--- src/rtl/vram_pkg.sv ---
// Shared constants and enums for the video RAM write scheduler.
package vram_pkg;

    localparam int BANK_DEPTH = 16384;
    localparam int NUM_BANKS  = 5;
    localparam int TOTAL_PIX  = 76800;
    localparam int PIX_W      = 17;
    localparam int OFS_W      = $clog2(BANK_DEPTH);
    localparam int BANK_W     = PIX_W - OFS_W;
    localparam int PIX_X_W    = PIX_W + 1;

    // One bit wider than a pixel index so base+len cannot wrap.
    localparam logic [PIX_X_W-1:0] PIX_LIMIT = PIX_X_W'(TOTAL_PIX);

    typedef enum logic [1:0] {
        IDLE,
        FILL,
        DONE
    } state_e;

    typedef enum logic {
        GNT_CPU,
        GNT_FILL
    } gnt_e;

endpackage

--- src/rtl/vram_addr_decode.sv ---
// Linear pixel index to one-hot bank enable, bank offset and range flag.
module vram_addr_decode
    import vram_pkg::*;
(
    input  logic [PIX_W-1:0]     idx,
    output logic [NUM_BANKS-1:0] bank_oh,
    output logic [OFS_W-1:0]     offset,
    output logic                 illegal
);

    always_comb begin
        illegal = ({1'b0, idx} >= PIX_LIMIT);
        offset  = idx[OFS_W-1:0];
        bank_oh = '0;
        for (int i = 0; i < NUM_BANKS; i++) begin
            bank_oh[i] = !illegal && (idx[PIX_W-1:OFS_W] == BANK_W'(i));
        end
    end

endmodule

--- src/rtl/vram_wr_sched.sv ---
// Arbitrates CPU pixel writes and the span-fill engine onto the single
// video RAM write port; all outputs are registered.
module vram_wr_sched
    import vram_pkg::*;
(
    input  logic                 sys_clk,
    input  logic                 sys_rst,
    input  logic                 cpu_req,
    input  logic [PIX_W-1:0]     cpu_addr,
    input  logic                 cpu_data,
    output logic                 cpu_ack,
    output logic                 cpu_err,
    input  logic                 fill_start,
    input  logic [PIX_W-1:0]     fill_base,
    input  logic [PIX_W-1:0]     fill_len,
    input  logic                 fill_value,
    output logic                 fill_busy,
    output logic                 fill_done,
    output logic [NUM_BANKS-1:0] vram_we,
    output logic [OFS_W-1:0]     vram_addr,
    output logic                 vram_din
);

    state_e               state_q, state_d;
    gnt_e                 last_q, last_d;
    logic [PIX_W-1:0]     cnt_q, cnt_d;
    logic [PIX_X_W-1:0]   end_q, end_d;
    logic                 val_q, val_d;
    logic [NUM_BANKS-1:0] we_q, we_d;
    logic [OFS_W-1:0]     addr_q, addr_d;
    logic                 din_q, din_d;
    logic                 ack_q, ack_d;
    logic                 err_q, err_d;
    logic                 busy_q, busy_d;
    logic                 done_q, done_d;

    logic                 cpu_elig, cpu_take, fill_take;
    logic                 cpu_ill, fill_ill;
    logic [NUM_BANKS-1:0] cpu_bank, fill_bank;
    logic [OFS_W-1:0]     cpu_ofs, fill_ofs;
    logic [PIX_X_W-1:0]   fill_sum, fill_end, cnt_nxt;

    vram_addr_decode u_cpu_dec (
        .idx     (cpu_addr),
        .bank_oh (cpu_bank),
        .offset  (cpu_ofs),
        .illegal (cpu_ill)
    );

    vram_addr_decode u_fill_dec (
        .idx     (cnt_q),
        .bank_oh (fill_bank),
        .offset  (fill_ofs),
        .illegal (fill_ill)
    );

    always_comb begin
        state_d   = state_q;
        last_d    = last_q;
        cnt_d     = cnt_q;
        end_d     = end_q;
        val_d     = val_q;
        we_d      = '0;
        addr_d    = addr_q;
        din_d     = din_q;
        ack_d     = 1'b0;
        err_d     = 1'b0;
        cpu_take  = 1'b0;
        fill_take = 1'b0;

        // No re-grant while the previous ack is still on the bus.
        cpu_elig = cpu_req && !ack_q;
        fill_sum = {1'b0, fill_base} + {1'b0, fill_len};
        fill_end = (fill_sum > PIX_LIMIT) ? PIX_LIMIT : fill_sum;
        cnt_nxt  = {1'b0, cnt_q} + {{PIX_W{1'b0}}, 1'b1};

        unique case (state_q)
            IDLE: begin
                cpu_take = cpu_elig;
                if (fill_start) begin
                    cnt_d   = fill_base;
                    end_d   = fill_end;
                    val_d   = fill_value;
                    state_d = (fill_end <= {1'b0, fill_base}) ? DONE : FILL;
                end
            end
            FILL: begin
                // Illegal CPU requests need no RAM slot, so they ride along with a fill write.
                cpu_take  = cpu_elig && (cpu_ill || last_q == GNT_FILL);
                fill_take = !(cpu_take && !cpu_ill);
            end
            DONE: begin
                cpu_take = cpu_elig;
                state_d  = IDLE;
            end
            default: state_d = IDLE;
        endcase

        if (cpu_take) begin
            ack_d = 1'b1;
            err_d = cpu_ill;
            if (!cpu_ill) begin
                we_d   = cpu_bank;
                addr_d = cpu_ofs;
                din_d  = cpu_data;
                last_d = GNT_CPU;
            end
        end

        if (fill_take) begin
            we_d   = fill_bank;
            addr_d = fill_ofs;
            din_d  = val_q;
            last_d = GNT_FILL;
            cnt_d  = cnt_nxt[PIX_W-1:0];
            if (cnt_nxt >= end_q || fill_ill) begin
                state_d = DONE;
            end
        end

        busy_d = (state_d == FILL);
        done_d = (state_d == DONE);
    end

    always_ff @(posedge sys_clk) begin
        if (!sys_rst) begin
            state_q <= IDLE;
            last_q  <= GNT_CPU;
            cnt_q   <= '0;
            end_q   <= '0;
            val_q   <= 1'b0;
            we_q    <= '0;
            addr_q  <= '0;
            din_q   <= 1'b0;
            ack_q   <= 1'b0;
            err_q   <= 1'b0;
            busy_q  <= 1'b0;
            done_q  <= 1'b0;
        end else begin
            state_q <= state_d;
            last_q  <= last_d;
            cnt_q   <= cnt_d;
            end_q   <= end_d;
            val_q   <= val_d;
            we_q    <= we_d;
            addr_q  <= addr_d;
            din_q   <= din_d;
            ack_q   <= ack_d;
            err_q   <= err_d;
            busy_q  <= busy_d;
            done_q  <= done_d;
        end
    end

    assign vram_we   = we_q;
    assign vram_addr = addr_q;
    assign vram_din  = din_q;
    assign cpu_ack   = ack_q;
    assign cpu_err   = err_q;
    assign fill_busy = busy_q;
    assign fill_done = done_q;

endmodule

--- config.mk ---
export PLATFORM = sky130hd
export DESIGN_NAME = vram_wr_sched
export DESIGN_NICKNAME = d
export VERILOG_FILES = /design/src/rtl/vram_pkg.sv /design/src/rtl/vram_addr_decode.sv /design/src/rtl/vram_wr_sched.sv
export SDC_FILE = /design/constraint.sdc
export NUM_CORES = 1
export LEC_CHECK = 0
export ABC_AREA = 1
export CORE_UTILIZATION = 60
export CTS_CLUSTER_SIZE = 24
export DETAILED_ROUTE_END_ITERATION = 10
export PLACE_DENSITY = 0.95
export RECOVER_POWER = 25
export SYNTH_ARGS = -nofsm -noshare
export SYNTH_HDL_FRONTEND = slang
export SYNTH_HIERARCHICAL = 1
export SYNTH_SLANG_ARGS = --single-unit
--- constraint.sdc ---
create_clock -name sys_clk -period 6.3 [get_ports sys_clk]
set_clock_uncertainty 0.05 [all_clocks]
set_input_delay 1.575 -clock sys_clk [delete_from_list [all_inputs] [get_ports sys_clk]]
set_output_delay 1.575 -clock sys_clk [all_outputs]
set_load 0.02 [all_outputs]
==> impl_summary.txt <==
----------------------------------------------------
[Run status]
  Outcome ... completed

[Timing]
  WHS ... 408 ps
  Unrepaired setup endpoints after global routing ... false
  Number of setup violations in the final report ... 0
  Total negative slack ... 0 ps
  Final-report max-slew violation count ... 0
  Transition time of the tightest slew-check pin ... 1020 ps
  Peak clock frequency supported by timing ... about 190 MHz
  Final count of hold timing violations ... 0
  Minimum clock period ... 5370 ps
  Post-route worst setup slack ... 932 ps
  Final period util ... 85.2%
  Worst slew margin relative to its limit ... about a third

[Floorplanning]
  Placeable core area ... about 0.0084 mm^2
  Count of boundary I/O pins ... between 80 and 90
  Die width ... roughly 96 um
  Die height ... between 90 and 100 um
  Die Footprint ... a little over 0.009 mm^2
  Starting density of the core ... between 60% and 70%
  Std cell rows ... 33

[Clock tree]
  Setup Fix Bufs, Post-CTS ... 0
  CTS-repair resized insts ... 0
  TritonCTS clock tree ... yes
  Number of clock sinks seen by CTS ... 63
  Latest clock arrival within the worst-skew pair ... between 300 and 400 ps
  CTS buffer count ... 9
  Cell at the root of the clock tree ... sky130_fd_sc_hd__clkbuf_8
  Number of buffers inserted by hold repair at cts ... 0
  Largest buffer count on any clock path ... 2
  Level count of the clock H-tree ... 3
  Clock transition at the registers of the reported paths ... around 70 ps

[Yosys]
  Syn_nets ... between 900 and 1000
  Top-count cell post-synth ... sky130_fd_sc_hd__nand2_1
  Area of the mapped netlist ... 0.00528 mm^2
  Number of enable-type register cells in the synthesized netlist ... 0
  Synth top area share ... about a quarter
  Post-Synthesis Cells ... 838
  Flip-flop and latch count after synthesis ... between 60 and 70
  Cell type contributing the most total cell area after synthesis ... sky130_fd_sc_hd__dfxtp_1
  Async S/R FF share, synth ... 0%
  Sequential-to-total area share from yosys stat ... roughly a quarter
  Average footprint of a synthesized cell ... roughly 6.3 um^2
  Number of synthesis warnings ... 6
  Main area contributors after synthesis ... sky130_fd_sc_hd__dfxtp_1 24%, sky130_fd_sc_hd__nand2_1 16%, sky130_fd_sc_hd__ha_1 12%
  Most used flip-flop cell after synthesis ... sky130_fd_sc_hd__dfxtp_1
  Synth cell count leaders ... 226 x sky130_fd_sc_hd__nand2_1, 132 x sky130_fd_sc_hd__inv_1, 63 x sky130_fd_sc_hd__dfxtp_1
  Unique cell type count in the Yosys netlist ... 39

[Setup path]
  Most frequent cell on the critical path ... sky130_fd_sc_hd__nand2_1
  Type of element launching the critical path ... primary input
  Largest fanout of any net on the critical path ... 17
  CP required ... ~6400 ps
  WP data arrival ... approximately 5500 ps
  Slowest cell on the critical path ... sky130_fd_sc_hd__clkdlybuf4s50_1
  Kind of critical path ... primary input to flip-flop
  Peak per-stage delay on the critical path ... approximately 520 ps
  CP Capture Type ... flip-flop

[Finish]
  Post-route core utilization ... 73.4%
  Antenna diode count ... 0
  Filler-free cell count of the finished design ... between 900 and 1000
  Nets ... a little under 1000
  Area growth from synthesis to final layout ... 16.6%
  Share of layout cells above drive strength 1 ... under 10%

[Global routing]
  Wire length of the first global-routing pass ... about 22000 um
  Most crowded layer after global routing ... met2
  Global routing usage on met3 ... ~4.7%
  Number of antenna violations at the first check in global routing ... 0
  Global Route met2 Usage ... between 50% and 60%
  GRT met1 Usage ... 38.0%
  Via count of the first global-routing pass ... 5013
  Largest net degree at the start of global routing ... 46
  GR Overflow Total ... 0
  Total global routing track utilization ... 30.3%

[Min path]
  Hold Crit Class ... flip-flop to flip-flop

[Detailed routing]
  Remaining antenna violation count after routing ... 0
  Residual DRC count ... 0
  Final routed wirelength across all metal layers ... 13100 um
  Via/cell ratio ... about 5.5
  Via Count ... between 5000 and 6000
  First drt pass iteration count ... 5
  Average routed wire per standard cell ... approximately 13 um
  Number of design-rule violations left by the first detailed-router iteration ... about 330

[Placement]
  Number of input and output port buffers inserted ... 80
  Worst slack, placed ... 652 ps
  RePlAce Congestion ... around 0.95
  DP HPWL ... about 9900 um
  Cells after DPL ... between 900 and 1000

[Power and ir drop]
  Worst supply voltage drop on vdd ... ~0.00012 V
  Leakage power total ... around 0.003 uW
  Power Density ... around 240 mW/mm^2

[Flow run]
  Number of maximum-capacitance violations ... 0

----------------------------------------------------
==> registers in the layout, summed over array words and instances, names as in the netlist, 2 cells and up <==
name,cells
end_q,18
cnt_q,17
vram_we,5
state_q,2
vram_addr,14
==> cell usage in the layout (no fill, tap or decap), types with 7 or more instances in the layout <==
| cell | n |
|---|---|
| sky130_fd_sc_hd__dlygate4sd3_1 | 21 |
| sky130_fd_sc_hd__nand4_1 | 10 |
| sky130_fd_sc_hd__clkdlybuf4s50_1 | 59 |
| sky130_fd_sc_hd__xor2_1 | 15 |
| sky130_fd_sc_hd__nand3_1 | 43 |
| sky130_fd_sc_hd__nor3_1 | 20 |
| sky130_fd_sc_hd__nor2_1 | 47 |
| sky130_fd_sc_hd__ha_1 | 52 |
| sky130_fd_sc_hd__dfxtp_1 | 63 |
| sky130_fd_sc_hd__nand2_2 | 7 |
| sky130_fd_sc_hd__a31oi_1 | 24 |
| sky130_fd_sc_hd__nand2_1 | 226 |
| sky130_fd_sc_hd__a21oi_1 | 54 |
| sky130_fd_sc_hd__inv_2 | 7 |
| sky130_fd_sc_hd__o21ai_0 | 50 |
| sky130_fd_sc_hd__inv_1 | 132 |
| sky130_fd_sc_hd__clkbuf_8 | 11 |
==> metrics by stage <==
step / cell area, um^2 / power (uW)
5_1_grt: 6150 / 1590
3_5_place_dp: 5950 / 1110
3_3_place_gp: 5950 / 1100
2_1_floorplan: 5280 / 950
4_1_cts: 6150 / 1480
6_report: 6150 / 1480
==> kinds of logic after synthesis <==
family	Yosys count	synth area share, %
AND/OR/NAND/NOR	373	30.3
AO/OA/AOI/OAI	143	15.0
flip-flops	63	23.9
buffers and inverters	191	15.6
adder cells (fa/ha/maj)	53	12.7
XOR/XNOR	15	2.49
==> power breakdown <==
| part | internal, uW | switching (uW) |
|---|---|---|
| sequential | 459 | 44.0 |
| combinational | 234 | 379 |
| clock | 203 | 157 |
==> worst paths after layout <==
check          startpoint   endpoint  slack [ps]  cells past startpoint
min             end_q[17]  end_q[17]         410                      2
min reg2reg     end_q[17]  end_q[17]         410                      2
max          fill_base[0]  fill_busy         930                     27
max reg2reg      cnt_q[0]  fill_busy        2640                     24
==> worst max-delay path: cells and delay by family <==
family | cells | cell delay, ps
adders and majority gates | 3 | 1030
buffers and inverters | 2 | 580
and+or+nand+nor | 22 | 2320
==> layer usage <==
| metal | up-vias | share of wire [%] |
|---|---|---|
| met5 | - | 0 |
| met4 | 0 | 2.4 |
| met3 | 33 | 7.5 |
| met2 | 225 | 47 |
| met1 | 2436 | 43 |
| li1 | 2763 | - |
==> cell type report <==
class                      count  area, um^2
clock buffer                  11         151
clock inverter                 5        56.3
fill                         686        2230
inverter                     141         529
multi-input combinational    584        3190
sequential                    63        1260
tap                          105         131
timing repair buffer          84         831
(Power assumes the default switching activity.)
==> edit 1, RTL diff (same settings) <==
`addr_q` no longer has a reset.
--- a/src/rtl/vram_wr_sched.sv
+++ b/src/rtl/vram_wr_sched.sv
@@ -130,7 +130,6 @@
             end_q   <= '0;
             val_q   <= 1'b0;
             we_q    <= '0;
-            addr_q  <= '0;
             din_q   <= 1'b0;
             ack_q   <= 1'b0;
             err_q   <= 1'b0;
@@ -143,13 +142,16 @@
             end_q   <= end_d;
             val_q   <= val_d;
             we_q    <= we_d;
-            addr_q  <= addr_d;
             din_q   <= din_d;
             ack_q   <= ack_d;
             err_q   <= err_d;
             busy_q  <= busy_d;
             done_q  <= done_d;
         end
+    end
+
+    always_ff @(posedge sys_clk) begin
+        addr_q <= addr_d;
     end
 
     assign vram_we   = we_q;
Behaviour: not the same (Yosys sat finds a counterexample within 4 cycles, from zero or initial values and one cycle with sys_rst low).
==> edit 1 against the unedited design <==
Synthesized area grew 1.0%; sequential cell count is the same; combinational power grew 3%; power shrank 0.79%; non-clock buffer count shrank 1; maximum frequency shrank 0.52%; core utilization shrank 2.2 points; setup slack lost 0.028 ns; hold slack gained 0.0025 ns; wire length grew 0.99%; cell count shrank 3.4%; final area grew 0.39%; global-route usage shrank 0.10 points.
==> edit 1: results (changes against the unedited design) <==
Run status
  • Outcome: complete, no violations (unchanged)

Detailed routing
  • Vias per inst: 5.493 (was 5.495)
  • Iter 0 DRT Violations: 364 (was 328)
  • Vias: 5268 (was 5457)
  • Post-DR wirelength/cell: 13.76 um (was 13.16 um)

Logic synthesis
  • Synth cell count leaders: nand2_1 (214), inv_1 (123), nor2_1 (58) (was nand2_1 (226), inv_1 (132), dfxtp_1 (63))
  • Syn Area/Cell: 6.673 um^2 (was 6.298 um^2)
  • Syn nets: 909 (was 948)
  • Number of distinct library cells after synthesis: 44 (was 39)
  • Sequential share of the synthesized area: 26.28% (was 23.90%)
  • Number of flops mapped to enable cells by yosys: 14 (was 0)
  • Top area cells in the synthesized netlist: dfxtp_1 (18%), nand2_1 (15%), ha_1 (12%) (was dfxtp_1 (24%), nand2_1 (16%), ha_1 (12%))

Global routing
  • Gr usage total: 30.21% (was 30.31%)
  • Vias in the first global route: 4957 (was 5013)
  • Maximum number of pins on one net before global-route repair: 39 (was 46)
  • First-pass GRT wire length: 21.68 mm (was 21.89 mm)

Power
  • Static leakage: 3.059 nW (was 3.088 nW)

Cells and area
  • # fillers: 717 (was 686)
  • Share of layout cells above drive strength 1: 7.051% (was 5.293%)
  • Area occupied by multi-input gates: 0.003153 mm^2 (was 0.003193 mm^2)
  • Antenna diodes: 0 (unchanged)
  • Final #Nets: 956 (was 993)

CTS
  • Cts bufs inserted: 9 (unchanged)
  • Max clock buf depth: 2 (unchanged)
  • # resized after CTS: 0 (unchanged)

Placed design
  • Placed wire-length estimate: 10.13 mm (was 9.887 mm)
  • Worst slack, placed: 0.6598 ns (was 0.6521 ns)
  • GPL Wtd Cong: 0.9172 (was 0.9525)
  • Placed cell count: 943 (was 977)
  • Dpl cell area: 0.006001 mm^2 (was 0.005946 mm^2)

Critical path
  • CP Data Arrival Time: 5.52 ns (was 5.50 ns)
  • Max incr delay on CP: 0.48 ns (was 0.52 ns)
  • Reg2reg path depth: 19 (was 24)
  • CP max FO: 12 (was 17)
  • R2R setup slack: 2.08 ns (was 2.64 ns)

Timing
  • Hold_ws: 0.4101 ns (was 0.4076 ns)
  • Max_slew headroom: 16.30% (was 32.16%)

Worst hold path
  • Hold path cells: 2 (unchanged)
[edit 1: routing by layer]
metal	part of all wire, %	wire length, um	up-vias	GRT usage (%)
li1	-	-	2635	-
met1	41	5381	2359	36.24
met2	48	6349	228	52.48
met3	7.6	999	46	3.081
met4	3.5	466	0	16.79
met5	0	0	-	0
[edit 1: layout make-up]
| class | count | area share [%] |
|---|---|---|
| Multi-Input combinational cell | 559 | 51.04 |
| Sequential cell | 63 | 22.69 |
| Timing Repair Buffer | 83 | 13.33 |
| Inverter | 130 | 7.900 |
| Clock buffer | 13 | 2.572 |
| Tap cell | 108 | 2.188 |
| Clock inverter | 3 | 0.2836 |
[edit 1: kinds of logic (layout without fill, tap and decap cells)]
kind of cell	Yosys count	in the layout	synth area share (%)
flops	63	63	26.28
xor+xnor	15	15	2.464
buf+inv	177	229	14.57
compound gates	114	114	12.25
fa+ha+maj	53	53	12.58
simple gates	377	377	31.85
[edit 1: worst max path at each step]
stage | startpoint | to | slack [ns] | depth (start not counted)
after global routing | fill_base[0] | state_q[1]$_SDFF_PN0_ | 0.55 | 23
after CTS | fill_base[0] | state_q[1]$_SDFF_PN0_ | 0.98 | 23
after global placement | fill_len[0] | state_q[0]$_SDFF_PN0_ | 0.82 | 26
after detailed placement | fill_base[0] | state_q[1]$_SDFF_PN0_ | 0.66 | 23
after floorplan | fill_base[0] | fill_busy$_SDFF_PN0_ | 1.70 | 26
final | fill_base[0] | state_q[1]$_SDFF_PN0_ | 0.90 | 23
[edit 1: where the power goes]
part / internal, mW / leakage, nW / switching [mW]
combinational: 0.234 / 2.43 / 0.397
sequential: 0.481 / 0.537 / 0.0384
clock: 0.163 / 0.0894 / 0.152
==> edit 2, RTL diff (config.mk and constraints unchanged) <==
Without the edit above. `NUM_BANKS`: 5 -> 6.
--- a/src/rtl/vram_pkg.sv
+++ b/src/rtl/vram_pkg.sv
@@ -2,7 +2,7 @@
 package vram_pkg;
 
     localparam int BANK_DEPTH = 16384;
-    localparam int NUM_BANKS  = 5;
+    localparam int NUM_BANKS  = 6;
     localparam int TOTAL_PIX  = 76800;
     localparam int PIX_W      = 17;
     localparam int OFS_W      = $clog2(BANK_DEPTH);
Interface: changed (resized vram_we); port bits go from 81 to 82. The function was not compared with the original's and may differ.
==> edit 2 against the unedited design <==
Setup slack got worse by 0.14 ns; sequential cell count increased by 1; synthesized area increased by 0.92%; hold slack got worse by 0.0051 ns; maximum frequency decreased by 2.6%; wire length increased by 2.2%; final area increased by 0.45%; power increased by 1.1%; synthesized cell count decreased by 0.84%.
==> edit 2: results (changes against the unedited design) <==
Cells and area
  • Share of layout cells above drive strength 1: 6.043% (was 5.293%)

Detailed routing
  • Iter 0 DRT Violations: 384 (was 328)
  • Vias per inst: 5.491 (was 5.495)
  • Post-DR wirelength/cell: 13.56 um (was 13.16 um)
  • Met2 wire length: 6.402 mm (was 6.094 mm)
  • WL final: 13.36 mm (was 13.07 mm)

Global routing
  • Met2 GRT Util: 53.07% (was 52.56%)
  • GR Layer Usage met1: 36.36% (was 37.97%)
  • First-pass GRT wire length: 21.88 mm (was 21.89 mm)

Logic synthesis
  • Syn nets: 941 (was 948)
  • Number of distinct library cells after synthesis: 38 (was 39)
  • Top area cells in the synthesized netlist: dfxtp_1 (24%), nand2_1 (15%), ha_1 (12%) (was dfxtp_1 (24%), nand2_1 (16%), ha_1 (12%))
  • Sequential share of the synthesized area: 24.05% (was 23.90%)
  • Post-Syn Instances: 831 (was 838)

Timing
  • Worst-margin pin slew: 1.041 ns (was 1.016 ns)
  • Hold_ws: 0.4025 ns (was 0.4076 ns)

Placed design
  • Number of port buffers: 81 (was 80)
  • Placed cell count: 969 (was 977)
  • Worst slack, placed: 0.5510 ns (was 0.6521 ns)
  • Dpl cell area: 0.005974 mm^2 (was 0.005946 mm^2)
  • Placed wire-length estimate: 10.06 mm (was 9.887 mm)

Power
  • Sw frac: 39.50% (was 39.29%)
  • Static leakage: 3.071 nW (was 3.088 nW)

Run status
  • Outcome: complete, no violations (unchanged)

Critical path
  • CP Data Arrival Time: 5.66 ns (was 5.50 ns)
  • Worst R2R End: state_q[1]$_SDFF_PN0_ (was fill_busy$_SDFF_PN0_)
## edit 2: power groups by stage
stage | sequential [mW] | clock [mW] | combinational (mW)
after global routing | 0.518 | 0.382 | 0.699
after CTS | 0.509 | 0.365 | 0.619
after global placement | 0.513 | 0 | 0.594
after detailed placement | 0.517 | 0 | 0.608
final | 0.510 | 0.365 | 0.619
after floorplan | 0.535 | 0 | 0.428
## edit 2: cell families after synthesis
logic type	count (synthesis)	share of synthesized area, %
buf+inv	185	15.32
simple gates	362	29.72
xor+xnor	17	2.796
other cells	2	0.1410
compound gates	148	15.39
fa+ha+maj	53	12.59
flops	64	24.05
## edit 2: final cells by class
cell class / instances / area (um^2)
Tap cell: 108 / 135.1
Fill cell: 708 / 2497
Sequential cell: 64 / 1281
Clock buffer: 11 / 151.4
Multi-Input combinational cell: 582 / 3229
Timing Repair Buffer: 85 / 840.8
Clock inverter: 5 / 55.05
Inverter: 130 / 488.0
